--- config.mk ---
export PLATFORM = sky130hd
export DESIGN_NAME = ysyx_23060240_mem_arb
export DESIGN_NICKNAME = d
export VERILOG_FILES = /design/src/rtl/ysyx_23060240_mem_pkg.sv /design/src/rtl/ysyx_23060240_rr_arb2.sv /design/src/rtl/ysyx_23060240_mem_arb.sv
export SDC_FILE = /design/constraint.sdc
export NUM_CORES = 1
export LEC_CHECK = 0
export CORE_ASPECT_RATIO = 0.6
export CORE_MARGIN = 3
export CORE_UTILIZATION = 38
export CTS_BUF_LIST = sky130_fd_sc_hd__clkbuf_16
export DETAILED_ROUTE_END_ITERATION = 10
export GPL_TIMING_DRIVEN = 0
export HOLD_SLACK_MARGIN = 0.02
export PLACE_DENSITY = 0.76
export SLEW_MARGIN = 20
export SYNTH_ARGS = -nofsm -noshare
export SYNTH_HDL_FRONTEND = slang
export SYNTH_SLANG_ARGS = --single-unit
--- constraint.sdc ---
create_clock -name clk -period 1.8 [get_ports clk]
set_clock_uncertainty 0.15 [all_clocks]
set_input_delay 0.27 -clock clk [delete_from_list [all_inputs] [get_ports clk]]
set_output_delay 0.27 -clock clk [all_outputs]
set_load 0.005 [all_outputs]
--- src/rtl/ysyx_23060240_mem_pkg.sv ---
// ysyx_23060240 memory arbiter: shared types
// and default widths for the IFU/LSU arbiter.
package ysyx_23060240_mem_pkg;

    localparam int DEF_ADDR_W = 32;
    localparam int DEF_DATA_W = 32;
    localparam int WMASK_W    = 8;
    localparam int CNT_W      = 8;

    typedef enum logic [1:0] {
        IDLE,
        ISSUE,
        WAIT
    } state_t;

    typedef enum logic {
        OWN_IFU,
        OWN_LSU
    } owner_t;

endpackage

--- src/rtl/ysyx_23060240_rr_arb2.sv ---
// ysyx_23060240 two-way round-robin picker.
// Purely combinational one-hot grant: bit 0 = IFU, bit 1 = LSU.
module ysyx_23060240_rr_arb2
    import ysyx_23060240_mem_pkg::*;
(
    input  logic       en,
    input  logic       ifu_valid,
    input  logic       lsu_valid,
    input  owner_t     last,
    output logic [1:0] grant
);

    logic tie;

    always_comb begin
        tie   = ifu_valid & lsu_valid;
        grant = 2'b00;
        if (en) begin
            // On a tie the requester not served last wins.
            grant[0] = ifu_valid & (~tie | (last == OWN_LSU));
            grant[1] = lsu_valid & (~tie | (last == OWN_IFU));
        end
    end

endmodule

--- src/rtl/ysyx_23060240_mem_arb.sv ---
// ysyx_23060240 IFU/LSU arbiter and sequencer in front of
// the shared pmem port, with a bounded wait for responses.
module ysyx_23060240_mem_arb
    import ysyx_23060240_mem_pkg::*;
#(
    parameter int ADDR_W  = DEF_ADDR_W,
    parameter int DATA_W  = DEF_DATA_W,
    parameter int TIMEOUT = 255
) (
    input  logic               clk,
    input  logic               rst_n,
    input  logic               ifu_req_valid,
    output logic               ifu_req_ready,
    input  logic [ADDR_W-1:0]  ifu_req_addr,
    output logic               ifu_resp_valid,
    output logic [DATA_W-1:0]  ifu_resp_data,
    output logic               ifu_resp_err,
    input  logic               lsu_req_valid,
    output logic               lsu_req_ready,
    input  logic               lsu_req_wen,
    input  logic [ADDR_W-1:0]  lsu_req_addr,
    input  logic [DATA_W-1:0]  lsu_req_wdata,
    input  logic [WMASK_W-1:0] lsu_req_wmask,
    output logic               lsu_resp_valid,
    output logic [DATA_W-1:0]  lsu_resp_rdata,
    output logic               lsu_resp_err,
    output logic               mem_req_valid,
    input  logic               mem_req_ready,
    output logic               mem_req_wen,
    output logic [ADDR_W-1:0]  mem_req_addr,
    output logic [DATA_W-1:0]  mem_req_wdata,
    output logic [WMASK_W-1:0] mem_req_wmask,
    input  logic               mem_resp_valid,
    input  logic [DATA_W-1:0]  mem_resp_rdata
);

    localparam logic [CNT_W-1:0] TMO = CNT_W'(TIMEOUT);

    state_t           state, state_nxt;
    owner_t           owner, last;
    logic [CNT_W-1:0] cnt;
    logic [1:0]       grant;
    logic             hs_ifu, hs_lsu;
    logic             resp_hit, tmo_hit, done;

    ysyx_23060240_rr_arb2 u_arb (
        .en        ((state == IDLE) & rst_n),
        .ifu_valid (ifu_req_valid),
        .lsu_valid (lsu_req_valid),
        .last      (last),
        .grant     (grant)
    );

    assign ifu_req_ready = grant[0];
    assign lsu_req_ready = grant[1];
    assign hs_ifu        = ifu_req_valid & grant[0];
    assign hs_lsu        = lsu_req_valid & grant[1];
    assign mem_req_valid = (state == ISSUE);

    // A real response beats a timeout landing in the same cycle.
    assign resp_hit = (state == WAIT) & mem_resp_valid;
    assign tmo_hit  = (state == WAIT) & ~mem_resp_valid & (cnt == TMO);
    assign done     = resp_hit | tmo_hit;

    always_ff @(posedge clk or negedge rst_n) begin
        if (!rst_n) state <= IDLE;
        else        state <= state_nxt;
    end

    always_comb begin
        state_nxt = state;
        unique case (state)
            IDLE:    if (hs_ifu | hs_lsu) state_nxt = ISSUE;
            ISSUE:   if (mem_req_ready) state_nxt = WAIT;
            WAIT:    if (done) state_nxt = IDLE;
            default: state_nxt = IDLE;
        endcase
    end

    always_ff @(posedge clk or negedge rst_n) begin
        if (!rst_n) begin
            owner         <= OWN_IFU;
            last          <= OWN_LSU;
            mem_req_wen   <= 1'b0;
            mem_req_addr  <= '0;
            mem_req_wdata <= '0;
            mem_req_wmask <= '0;
        end else if (hs_ifu) begin
            owner         <= OWN_IFU;
            last          <= OWN_IFU;
            mem_req_wen   <= 1'b0;
            mem_req_addr  <= ifu_req_addr;
            mem_req_wdata <= '0;
            mem_req_wmask <= '0;
        end else if (hs_lsu) begin
            owner         <= OWN_LSU;
            last          <= OWN_LSU;
            mem_req_wen   <= lsu_req_wen;
            mem_req_addr  <= lsu_req_addr;
            mem_req_wdata <= lsu_req_wdata;
            mem_req_wmask <= lsu_req_wmask;
        end
    end

    always_ff @(posedge clk or negedge rst_n) begin
        if (!rst_n) begin
            cnt <= '0;
        end else if (state == ISSUE && mem_req_ready) begin
            cnt <= '0;
        end else if (state == WAIT) begin
            cnt <= cnt + 1'b1;
        end
    end

    always_ff @(posedge clk or negedge rst_n) begin
        if (!rst_n) begin
            ifu_resp_valid <= 1'b0;
            ifu_resp_data  <= '0;
            ifu_resp_err   <= 1'b0;
            lsu_resp_valid <= 1'b0;
            lsu_resp_rdata <= '0;
            lsu_resp_err   <= 1'b0;
        end else begin
            ifu_resp_valid <= done & (owner == OWN_IFU);
            lsu_resp_valid <= done & (owner == OWN_LSU);
            if (done && owner == OWN_IFU) begin
                ifu_resp_data <= resp_hit ? mem_resp_rdata : '0;
                ifu_resp_err  <= tmo_hit;
            end
            if (done && owner == OWN_LSU) begin
                lsu_resp_rdata <= (resp_hit && !mem_req_wen)
                                  ? mem_resp_rdata : '0;
                lsu_resp_err   <= tmo_hit;
            end
        end
    end

endmodule

==> key figures, run 1 <==
Run status
  • Status: complete, but fails checks
  • Failing checks: negative setup slack

Global routing
  • Global-route wire length before repair: 37600 µm
  • Initial antenna violation count: 0
  • Number of global-route vias before repair: 6393
  • Total grt overflow: 0
  • Pin count of the biggest net entering global routing: 46
  • GRT Total Usage: 25.4%

Setup path
  • Crit start category: flip-flop
  • Cell family with most CP delay: flip-flops
  • WP data required: 1380 ps
  • Setup slack, reg-to-reg: -50 ps
  • WS Path Type: reg -> out
  • CP Data Arrival Time: 1530 ps
  • Crit path top cell by count: buf_6
  • Worst-path fanout max: 2
  • Crit path buffers/inverters: 4
  • Largest stage delay on the critical path: 410 ps
  • Worst path slowest cell: dfrtp_1
  • CP endpoint kind: output pin
  • Crit path cell chain: nor3b_4, buf_6, nand3_4, inv_4, buf_6, buf_6

Finish
  • Final cell count without fillers: 1192
  • Area grow syn2layout: 73.1%
  • Layout cells sized above 1: 21.9%
  • Ant diodes: 0
  • Layout net count: 1095

Logic synthesis
  • Synth top area cells: dfrtp_1 (57%), a22o_1 (5.4%), o21ai_0 (5.1%)
  • Syn Inst Count: 602
  • Largest area contributor in the netlist: dfrtp_1
  • Sequential fraction of the synthesis area: 57.6%
  • Top-count cell post-synth: dfrtp_1
  • Number of enable flip-flop cells after synthesis: 0
  • Mapped cell area: 0.00665 mm²
  • Syn_nets: 746
  • Synth cell types: 39
  • Synth Flop Type: dfrtp_1
  • Synth top area share: 57.2%
  • Synth top cells by count: dfrtp_1 (152), nand2_1 (70), o21ai_0 (68)
  • Synth async-reset ratio: 100%
  • Seq cells post-synth: 153
  • Avg Inst Size Synth: 11.1 µm²
  • Yosys warning count: 0

Drt
  • Post-DR vias/cell: 5.49
  • DRT Wirelength: 25200 µm
  • Initial DRT Pass Iterations: 4
  • Drt drc: 0
  • ANT nets after route: 0
  • DR vias: 6549
  • WL/cell: 21.1 µm
  • First DRT Iteration DRCs: 456

Die
  • Placement row count: 36
  • Die width: 177 µm
  • Die Area: 0.0192 mm²
  • Starting Density: 39.9%
  • I/O pin cnt: 287
  • Core Area: 0.0167 mm²
  • Die height: 108 µm

Timing
  • Min Hold Slack: 310 ps
  • Final setup violation count: 22
  • Worst slew pin tran: 545 ps
  • Post-route setup TNS: -919 ps
  • Fin. max-slew vios: 0
  • Final Hold Vio Count: 0
  • Tcrit/Tclk final: 108%
  • Final worst setup slack: -152 ps
  • Relative slew slack: 63.7%
  • Fmax: 512 MHz
  • RSZ-0062 raised after global routing: yes
  • Fin crit period: 1950 ps

CTS
  • Clk slew on worst S/H paths: 70 ps
  • H-tree depth: 4
  • Num CTS Buffers: 17
  • CTS Root Cell: clkbuf_16
  • Bufs on Longest Clock Path: 2
  • CTS Sinks: 153
  • CTS tree: built
  • Clock latency on the worst-skew pair: 410 ps

Placement
  • Dpl cells: 1117
  • RePlAce Congestion: 0.847
  • HPWL Detailed: 16800 µm
  • # port buffers: 286

Flow run
  • Max cap viols: 0

Worst hold path
  • Hold Crit Class: in -> async

Power
  • Lkg Pwr: 5.02 nW
  • Max VDD drop: 0.716 mV
  • PD cells: 1490 mW/mm²
## final timing paths
check                                      start  cells past startpoint               end
worst max-delay path                    state[1]                      6     ifu_req_ready
worst min-delay path                       rst_n                      3  mem_req_addr[20]
worst max register to register          state[0]                      7  ifu_resp_data[2]
worst min register to register  mem_req_wdata[4]                      1  mem_req_wdata[4]
max in group asynchronous                  rst_n                      4            cnt[0]
min in group clk                 lsu_req_addr[9]                      2   mem_req_addr[9]
## final cells by class
class,count,area (µm²)
Buffer,52,482
Clock buffer,17,425
Clock inverter,15,115
Fill cell,1243,5150
Inverter,5,21.3
Multi-Input combinational cell,386,2840
Sequential cell,153,3830
Tap cell,228,285
Timing Repair Buffer,336,3520
## layer usage
layer	global-route usage, %	up-vias	wire length (µm)
li1	-	2956	-
met1	38.3	3287	11700
met2	36.2	290	11100
met3	7.79	16	2160
met4	4.93	0	232
met5	0	-	0
## placed cells by master, fill, tap and decap left out, drive strengths merged, types with 3 or more instances in the layout
cell / netlist / final
a31oi: 32 / 32
o21ai: 68 / 68
dlygate4sd3: 0 / 3
nor3: 3 / 3
bufbuf: 0 / 3
a21o: 3 / 3
clkinvlp: 0 / 4
nand3: 3 / 3
dlymetal6s2s: 0 / 8
inv: 5 / 13
a21boi: 32 / 32
clkinv: 0 / 3
a221o: 32 / 32
nand2: 70 / 70
nor2b: 32 / 32
nor2: 6 / 6
clkdlybuf4s50: 0 / 274
a22oi: 32 / 32
a22o: 41 / 41
buf: 35 / 83
nand3b: 3 / 3
clkbuf: 23 / 34
dfrtp: 152 / 152
a21oi: 7 / 7
## tightest hold or removal path, delay by kind of cell
family / cells / cell delay, ps
buf+inv: 3 / 940
## what timing repair did
| action | in CTS | in global routing |
|---|---|---|
| hold buffers | 5 | 1 |
| setup buffers | 28 | 8 |
| hold endpoints to repair | 153 | 22 |
| endpoints found under the setup margin | 148 | 152 |
| resized for setup | 192 | 128 |
| gates cloned | 13 | 1 |
| pin swaps | 9 | 54 |
## metrics by stage
stage | utilization [%] | area (µm²) | setup WS (ps) | total power [W]
after floorplan | - | 6650 | 81.3 | 0.00854
after global placement | 58.8 | 9800 | -6740 | 0.0123
after detailed placement | 59.0 | 9830 | -1560 | 0.0125
after CTS | 67.3 | 11200 | -278 | 0.0165
after global routing | 69.1 | 11500 | -232 | 0.0182
final | 69.1 | 11500 | -152 | 0.0172
## cells by family after synthesis
logic type	Yosys count	synth area share, %
compound gates	256	27.6
fa+ha+maj	1	0.188
buf+inv	63	4.93
flops	153	57.6
mux	2	0.301
simple gates	127	9.44
## registers in the layout, summed over array words and instances (netlist names)
signal          cells
ifu_resp_data      32
last                1
ifu_resp_err        1
ifu_resp_valid      1
lsu_resp_valid      1
mem_req_wen         1
lsu_resp_err        1
mem_req_wmask       8
state               2
mem_req_addr       32
owner               1
cnt                 8
mem_req_wdata      32
lsu_resp_rdata     32
## report_power, final
| part | internal, W | switching [W] |
|---|---|---|
| logic | 0.00479 | 0.00344 |
| clock network | 0.00179 | 0.00154 |
| registers | 0.00473 | 0.000880 |
| total | 0.0113 | 0.00586 |
(Power assumes the default switching activity.)
==> inputs of run 2 (changes only) <==
- ABC_AREA: default -> 1
- ABC_CLOCK_PERIOD_IN_PS: default -> 1800
==> key figures, run 2 <==
Run status
  • Status: complete, but fails checks
  • Failing checks: negative hold slack, negative setup slack

Timing
  • RSZ-0062 raised after global routing: yes
  • Fmax: 530 MHz (+3.5%)
  • Final Hold Vio Count: 95 (+95)
  • Final setup violation count: 54 (+150%)
  • Final worst setup slack: -86.1 ps (+66.1 ps)
  • Min Hold Slack: -408 ps (-719 ps)
  • Tcrit/Tclk final: 105% (-3.7 points)
  • Fin. max-slew vios: 0 (unchanged)
  • Post-route setup TNS: -675 ps (+244 ps)
  • Relative slew slack: 62.9% (-0.77 points)
  • Fin crit period: 1890 ps (-66.1 ps)
  • Worst slew pin tran: 556 ps (+11.5 ps)

Drt
  • DRT Wirelength: 20700 µm (-18%)
  • Drt drc: 0 (unchanged)
  • DR vias: 6392 (-2.4%)
  • First DRT Iteration DRCs: 429 (-5.9%)
  • Post-DR vias/cell: 4.70 (-15%)
  • ANT nets after route: 0 (unchanged)
  • WL/cell: 15.2 µm (-28%)
  • Initial DRT Pass Iterations: 7 (+3)

CTS
  • Clk slew on worst S/H paths: 70 ps (about the same)
  • CTS Root Cell: clkbuf_16
  • H-tree depth: 4 (unchanged)
  • CTS tree: built
  • Clock latency on the worst-skew pair: 400 ps (about the same)
  • Num CTS Buffers: 17 (unchanged)
  • CTS Sinks: 153 (unchanged)
  • Bufs on Longest Clock Path: 2 (unchanged)

Setup path
  • FF-to-FF End: mem_req_wdata[0]
  • Worst-path fanout max: 2 (unchanged)
  • CP Data Arrival Time: 1470 ps (-60 ps)
  • Worst reg2reg path depth: 10 (+3)
  • RR Startpoint: state[1]
  • Crit start category: flip-flop
  • WP data required: 1380 ps (about the same)
  • WS Path Type: reg -> out
  • Setup slack, reg-to-reg: -30 ps (+20 ps)
  • CP endpoint kind: output pin

Die
  • Placement row count: 36 (unchanged)
  • I/O pin cnt: 287 (unchanged)
  • Die Area: 0.0190 mm² (-0.77%)
  • Die height: 108 µm (-0.38%)
  • Starting Density: 39.7% (-0.22 points)
  • Die width: 176 µm (-0.39%)
  • Core Area: 0.0166 mm² (-0.27%)

Finish
  • Commonest non-fill, non-tap cells in the layout: nand2_1 (346), clkdlybuf4s50_1 (282), dfrtp_1 (152), inv_1 (80), nand3_1 (69)
  • Area grow syn2layout: 61.8%
  • Layout net count: 1264 (+15%)
  • Most common cell after layout, fill and taps aside: nand2_1
  • Fillers: 1410 (+13%)
  • Layout cells sized above 1: 9.80% (-12 points)
  • Ant diodes: 0 (unchanged)

Logic synthesis
  • Syn_nets: 939 (+26%)
  • Avg Inst Size Synth: 8.30 µm² (-25%)
  • Top-count cell post-synth: nand2_1
  • Synth top area cells: dfrtp_1 (58%), nand2_1 (20%), nand3_1 (5.3%)
  • Synth top area share: 57.6% (+0.47 points)
  • Sequential fraction of the synthesis area: 58.0% (+0.47 points)
  • Synth Flop Type: dfrtp_1
  • Synth async-reset ratio: 100% (unchanged)
  • Syn Inst Count: 795 (+32%)
  • Yosys warning count: 0 (unchanged)
  • Largest area contributor in the netlist: dfrtp_1
  • Number of enable flip-flop cells after synthesis: 0 (unchanged)
  • Synth top cells by count: nand2_1 (352), dfrtp_1 (152), inv_1 (81)
  • Synth cell types: 21 (-46%)
  • Mapped cell area: 0.00660 mm² (-0.81%)
  • Seq cells post-synth: 153 (unchanged)

Flow run
  • Max cap viols: 0 (unchanged)

Power
  • Max VDD drop: 0.735 mV (+2.7%)
  • Lkg Pwr: 5.32 nW (+6.1%)
  • Total power: 0.0167 W (-3.0%)
  • PD cells: 1560 mW/mm² (+4.6%)

Global routing
  • Initial antenna violation count: 1 (+1)
  • Total grt overflow: 0 (unchanged)
  • Number of global-route vias before repair: 6131 (-4.1%)
  • GRT Total Usage: 21.6% (-3.8 points)
  • Pin count of the biggest net entering global routing: 86 (+87%)
  • Global-route wire length before repair: 32700 µm (-13%)

Worst hold path
  • Hold Crit Class: in -> async

Placement
  • Dpl ws: -1210 ps (+348 ps)
  • # port buffers: 286 (unchanged)
  • RePlAce Congestion: 0.811 (-4.3%)
  • HPWL Detailed: 15400 µm (-8.4%)
## run 2: cell count changes after synthesis, sizes merged, moves of 32 or more
cell,delta
a221o,-32
a31oi,-32
nand4,+34
nand2,+284
a22o,-41
inv,+78
nand3,+67
a22oi,-32
nor2b,-32
## run 2: repair_timing
item                       4_1_cts  5_1_grt
buffers inserted                15        5
hold endpoints to repair        67       68
setup endpoints to repair      123      135
cloned                           2        0
pin swaps                        4        4
resized for setup               38       29
## run 2: cell type report
class / instances / area (µm²) / area share [%]
Timing Repair Buffer: 307 / 3060 / 28.7
Timing Repair inverter: 1 / 7.51 / 0.0703
Tap cell: 228 / 285 / 2.67
Multi-Input combinational cell: 515 / 2270 / 21.2
Buffer: 41 / 274 / 2.57
Inverter: 84 / 325 / 3.05
Clock buffer: 17 / 425 / 3.98
Clock inverter: 15 / 203 / 1.90
Sequential cell: 153 / 3830 / 35.9
## run 2: kinds of logic after synthesis
logic type	count (synthesis)	synth area share (%)
AOI/OAI and AO/OA	45	3.53
adders and majority gates	1	0.190
buffers and inverters	127	8.53
DFF	153	58.0
and+or+nand+nor	469	29.7
## run 2: per-layer routing
| metal | vias up | global-route usage (%) | wire length (µm) |
|---|---|---|---|
| li1 | 3140 | - | - |
| met1 | 3007 | 30.2 | 9350 |
| met2 | 225 | 33.5 | 9320 |
| met3 | 18 | 6.81 | 1830 |
| met4 | 2 | 4.01 | 174 |
| met5 | - | 0 | 13 |
## run 2: stage by stage
stage,utilization [%],instances,area (µm²)
floorplan,-,795,6600
global placement,58.6,1309,9750
detailed placement,58.8,1310,9780
CTS,63.8,1357,10600
global route,64.3,1361,10700
finish,64.3,1361,10700
## run 2: how the worst max path moves through the flow
stage,start,end,cells after the start
CTS,state[0],ifu_req_ready,6
global route,state[1],lsu_req_ready,6
global placement,rst_n,lsu_req_ready,6
finish,state[1],lsu_req_ready,6
floorplan,last,mem_req_addr[10],8
detailed placement,rst_n,lsu_req_ready,6
## run 2: critical path, stage by stage (launching register included)
cell and delay, ps:
dfrtp_1 410, nor3b_4 230, buf_6 130, nand2_4 60, clkinv_4 70, buf_8 90, buf_6 80
## run 2: power breakdown
part / total [W] / switching (W) / internal (W)
combinational: 0.00699 / 0.00310 / 0.00389
sequential: 0.00586 / 0.000852 / 0.00501
clock: 0.00381 / 0.00156 / 0.00225
total: 0.0167 / 0.00552 / 0.0111
==> inputs of run 3 (changes only) <==
- CAP_MARGIN: default -> 20
- REMOVE_ABC_BUFFERS: default -> 1
==> key figures, run 3 (same netlist as run 2, synthesis figures left out) <==
Drt
  • ANT nets after route: 0 (unchanged)
  • DRT Wirelength: 23200 µm (+12%)
  • First DRT Iteration DRCs: 514 (+20%)
  • WL/cell: 17.4 µm (+14%)
  • DR vias: 6396 (+0.063%)
  • Drt drc: 0 (unchanged)
  • Post-DR vias/cell: 4.78 (+1.8%)
  • Initial DRT Pass Iterations: 5 (-2)

Global routing
  • Grt peak-use layer: met2
  • Met3 usage in global routing: 9.05% (+2.2 points)
  • Initial antenna violation count: 0 (-1)
  • GRT Total Usage: 24.2% (+2.6 points)
  • Number of global-route vias before repair: 6325 (+3.2%)
  • Pin count of the biggest net entering global routing: 85 (-1.2%)
  • Global-route wire length before repair: 35700 µm (+9.4%)
  • Met2 Use GR: 36.1% (+2.6 points)
  • Total grt overflow: 0 (unchanged)
  • Grt met1 use: 33.5% (+3.3 points)

Power
  • Total power: 0.0166 W (-0.31%)
  • Lkg Pwr: 5.29 nW (-0.62%)
  • Gate power share: 42.8% (+0.9 points)
  • Int Pwr: 0.0108 W (-3.0%)
  • PD cells: 1550 mW/mm² (-0.57%)
  • Switching share of power: 34.9% (+1.8 points)
  • Net Switching: 0.00580 W (+5.1%)
  • Flop pwr share: 36.4% (+1.2 points)
  • Clock share of power: 20.8% (-2.1 points)
  • Max VDD drop: 0.758 mV (+3.1%)

Placement
  • # port buffers: 286 (unchanged)
  • HPWL Detailed: 14300 µm (-6.8%)
  • RePlAce Congestion: 0.784 (-3.3%)
  • Dpl ws: -1990 ps (-781 ps)
  • Dpl cells: 1271 (-3.0%)

Setup path
  • Crit path cell chain: nor3b_4, buf_6, nand2_8, clkinv_8, buf_6
  • Worst-path fanout max: 3 (+1)
  • CP endpoint kind: output pin
  • CP Depth: 5 (-1)
  • Worst path slowest cell: dfrtp_2
  • CP startpoint: state[1]
  • WP data required: 1380 ps (about the same)
  • CP endpoint: lsu_req_ready
  • Cell family with most CP delay: flip-flops
  • Largest stage delay on the critical path: 430 ps (+20 ps)
  • Crit path buffers/inverters: 3 (-1)
  • WS Path Type: reg -> out
  • Crit start category: flip-flop
  • RR Startpoint: state[1]
  • Setup slack, reg-to-reg: -50 ps (-20 ps)
  • FF-to-FF End: mem_req_wdata[2]
  • Worst reg2reg path depth: 8 (-2)
  • Crit path top cell by count: buf_6
  • CP Data Arrival Time: 1500 ps (+30 ps)

Worst hold path
  • Hold Crit Class: in -> async

Die
  • Starting Density: 39.7% (unchanged)
  • Placement row count: 36 (unchanged)
  • Die Area: 0.0190 mm² (unchanged)
  • Core Area: 0.0166 mm² (unchanged)
  • Die height: 108 µm (unchanged)
  • Die width: 176 µm (unchanged)
  • I/O pin cnt: 287 (unchanged)

Finish
  • Ant diodes: 0 (unchanged)
  • Final cell count without fillers: 1338 (-1.7%)
  • Layout net count: 1241 (-1.8%)
  • Layout cells sized above 1: 9.19% (-0.61 points)
  • Area grow syn2layout: 62.3%
  • Most common cell after layout, fill and taps aside: nand2_1
  • Fin util: 64.4% (+0.17 points)
  • Commonest non-fill, non-tap cells in the layout: nand2_1 (345), clkdlybuf4s50_1 (278), dfrtp_1 (150), inv_1 (76), nand3_1 (69)

Timing
  • Final Hold Vio Count: 82 (-14%)
  • Fin crit period: 1920 ps (+33.1 ps)
  • RSZ-0062 raised after global routing: yes
  • Fin. max-slew vios: 0 (unchanged)
  • Final worst setup slack: -119 ps (-33.1 ps)
  • Min Hold Slack: -397 ps (+11.6 ps)
  • Tcrit/Tclk final: 107% (+1.8 points)
  • Final setup violation count: 39 (-28%)
  • Worst slew pin tran: 656 ps (+99.9 ps)
  • Fmax: 521 MHz (-1.7%)
  • Relative slew slack: 56.2% (-6.7 points)

Flow run
  • Max cap viols: 0 (unchanged)

Run status
  • Failing checks: negative hold slack, negative setup slack
  • Status: complete, but fails checks

CTS
  • Bufs on Longest Clock Path: 2 (unchanged)
  • CTS tree: built
  • Num CTS Buffers: 17 (unchanged)
  • CTS Sinks: 153 (unchanged)
  • H-tree depth: 4 (unchanged)
  • CTS Root Cell: clkbuf_16
  • Clk slew on worst S/H paths: 60 ps (about the same)
  • Clock latency on the worst-skew pair: 410 ps (about the same)
-- run 3: routing by layer --
| metal | wire [µm] | up-vias |
|---|---|---|
| met2 | 10200 | 253 |
| met1 | 10400 | 3031 |
| met5 | 0 | - |
| li1 | - | 3091 |
| met3 | 2370 | 21 |
| met4 | 227 | 0 |
-- run 3: cell type report --
| cell class | instances | area, µm² |
|---|---|---|
| flip-flops and latches | 153 | 3830 |
| repair inverters | 4 | 45.0 |
| fillers | 1380 | 5910 |
| inverters | 84 | 365 |
| multi-input cells | 519 | 2370 |
| clock inverters | 15 | 140 |
| well taps | 228 | 285 |
| clock buffers | 17 | 425 |
| repair buffers | 318 | 3240 |
-- run 3: worst reg2reg max path, stage by stage, from the launching register on --
cell       delay (ps)
dfrtp_2           430
nor3b_4           260
buf_6             160
nand2_8            80
buf_6             190
nand2_8           170
clkinv_16         140
nand2_1           110
nand2_1            50
-- run 3: stage by stage --
stage	setup TNS, ps	area, µm²
4_1_cts	-196	10500
6_report	-1630	10700
5_1_grt	-6500	10700
2_1_floorplan	-87470	6350
3_5_place_dp	-163420	9610
3_3_place_gp	-1634480	9500
-- run 3: power groups by stage --
stage	combinational (W)	clock, W	sequential, W
floorplan	0.00197	0	0.00606
global placement	0.00632	0	0.00599
detailed placement	0.00646	0	0.00603
CTS	0.00691	0.00355	0.00606
global route	0.00779	0.00373	0.00624
finish	0.00711	0.00346	0.00604
-- run 3: timing repair --
| action | CTS | global route |
|---|---|---|
| pin swaps | 7 | 6 |
| setup endpoints to repair | 147 | 148 |
| resized for setup | 51 | 25 |
| gates cloned | 7 | 1 |
| setup buffers | 18 | 10 |
| hold endpoints to repair | 68 | 69 |
-- run 3: how the worst min path moves through the flow --
stage | startpoint | endpoint | slack [ps]
5_1_grt | rst_n | ifu_resp_data[30] | -380
6_report | rst_n | lsu_resp_valid | -400
2_1_floorplan | rst_n | cnt[0] | -180
4_1_cts | rst_n | lsu_resp_rdata[3] | -310
3_3_place_gp | mem_req_wmask[5] | mem_req_wmask[5] | 300
3_5_place_dp | rst_n | lsu_resp_valid | 130
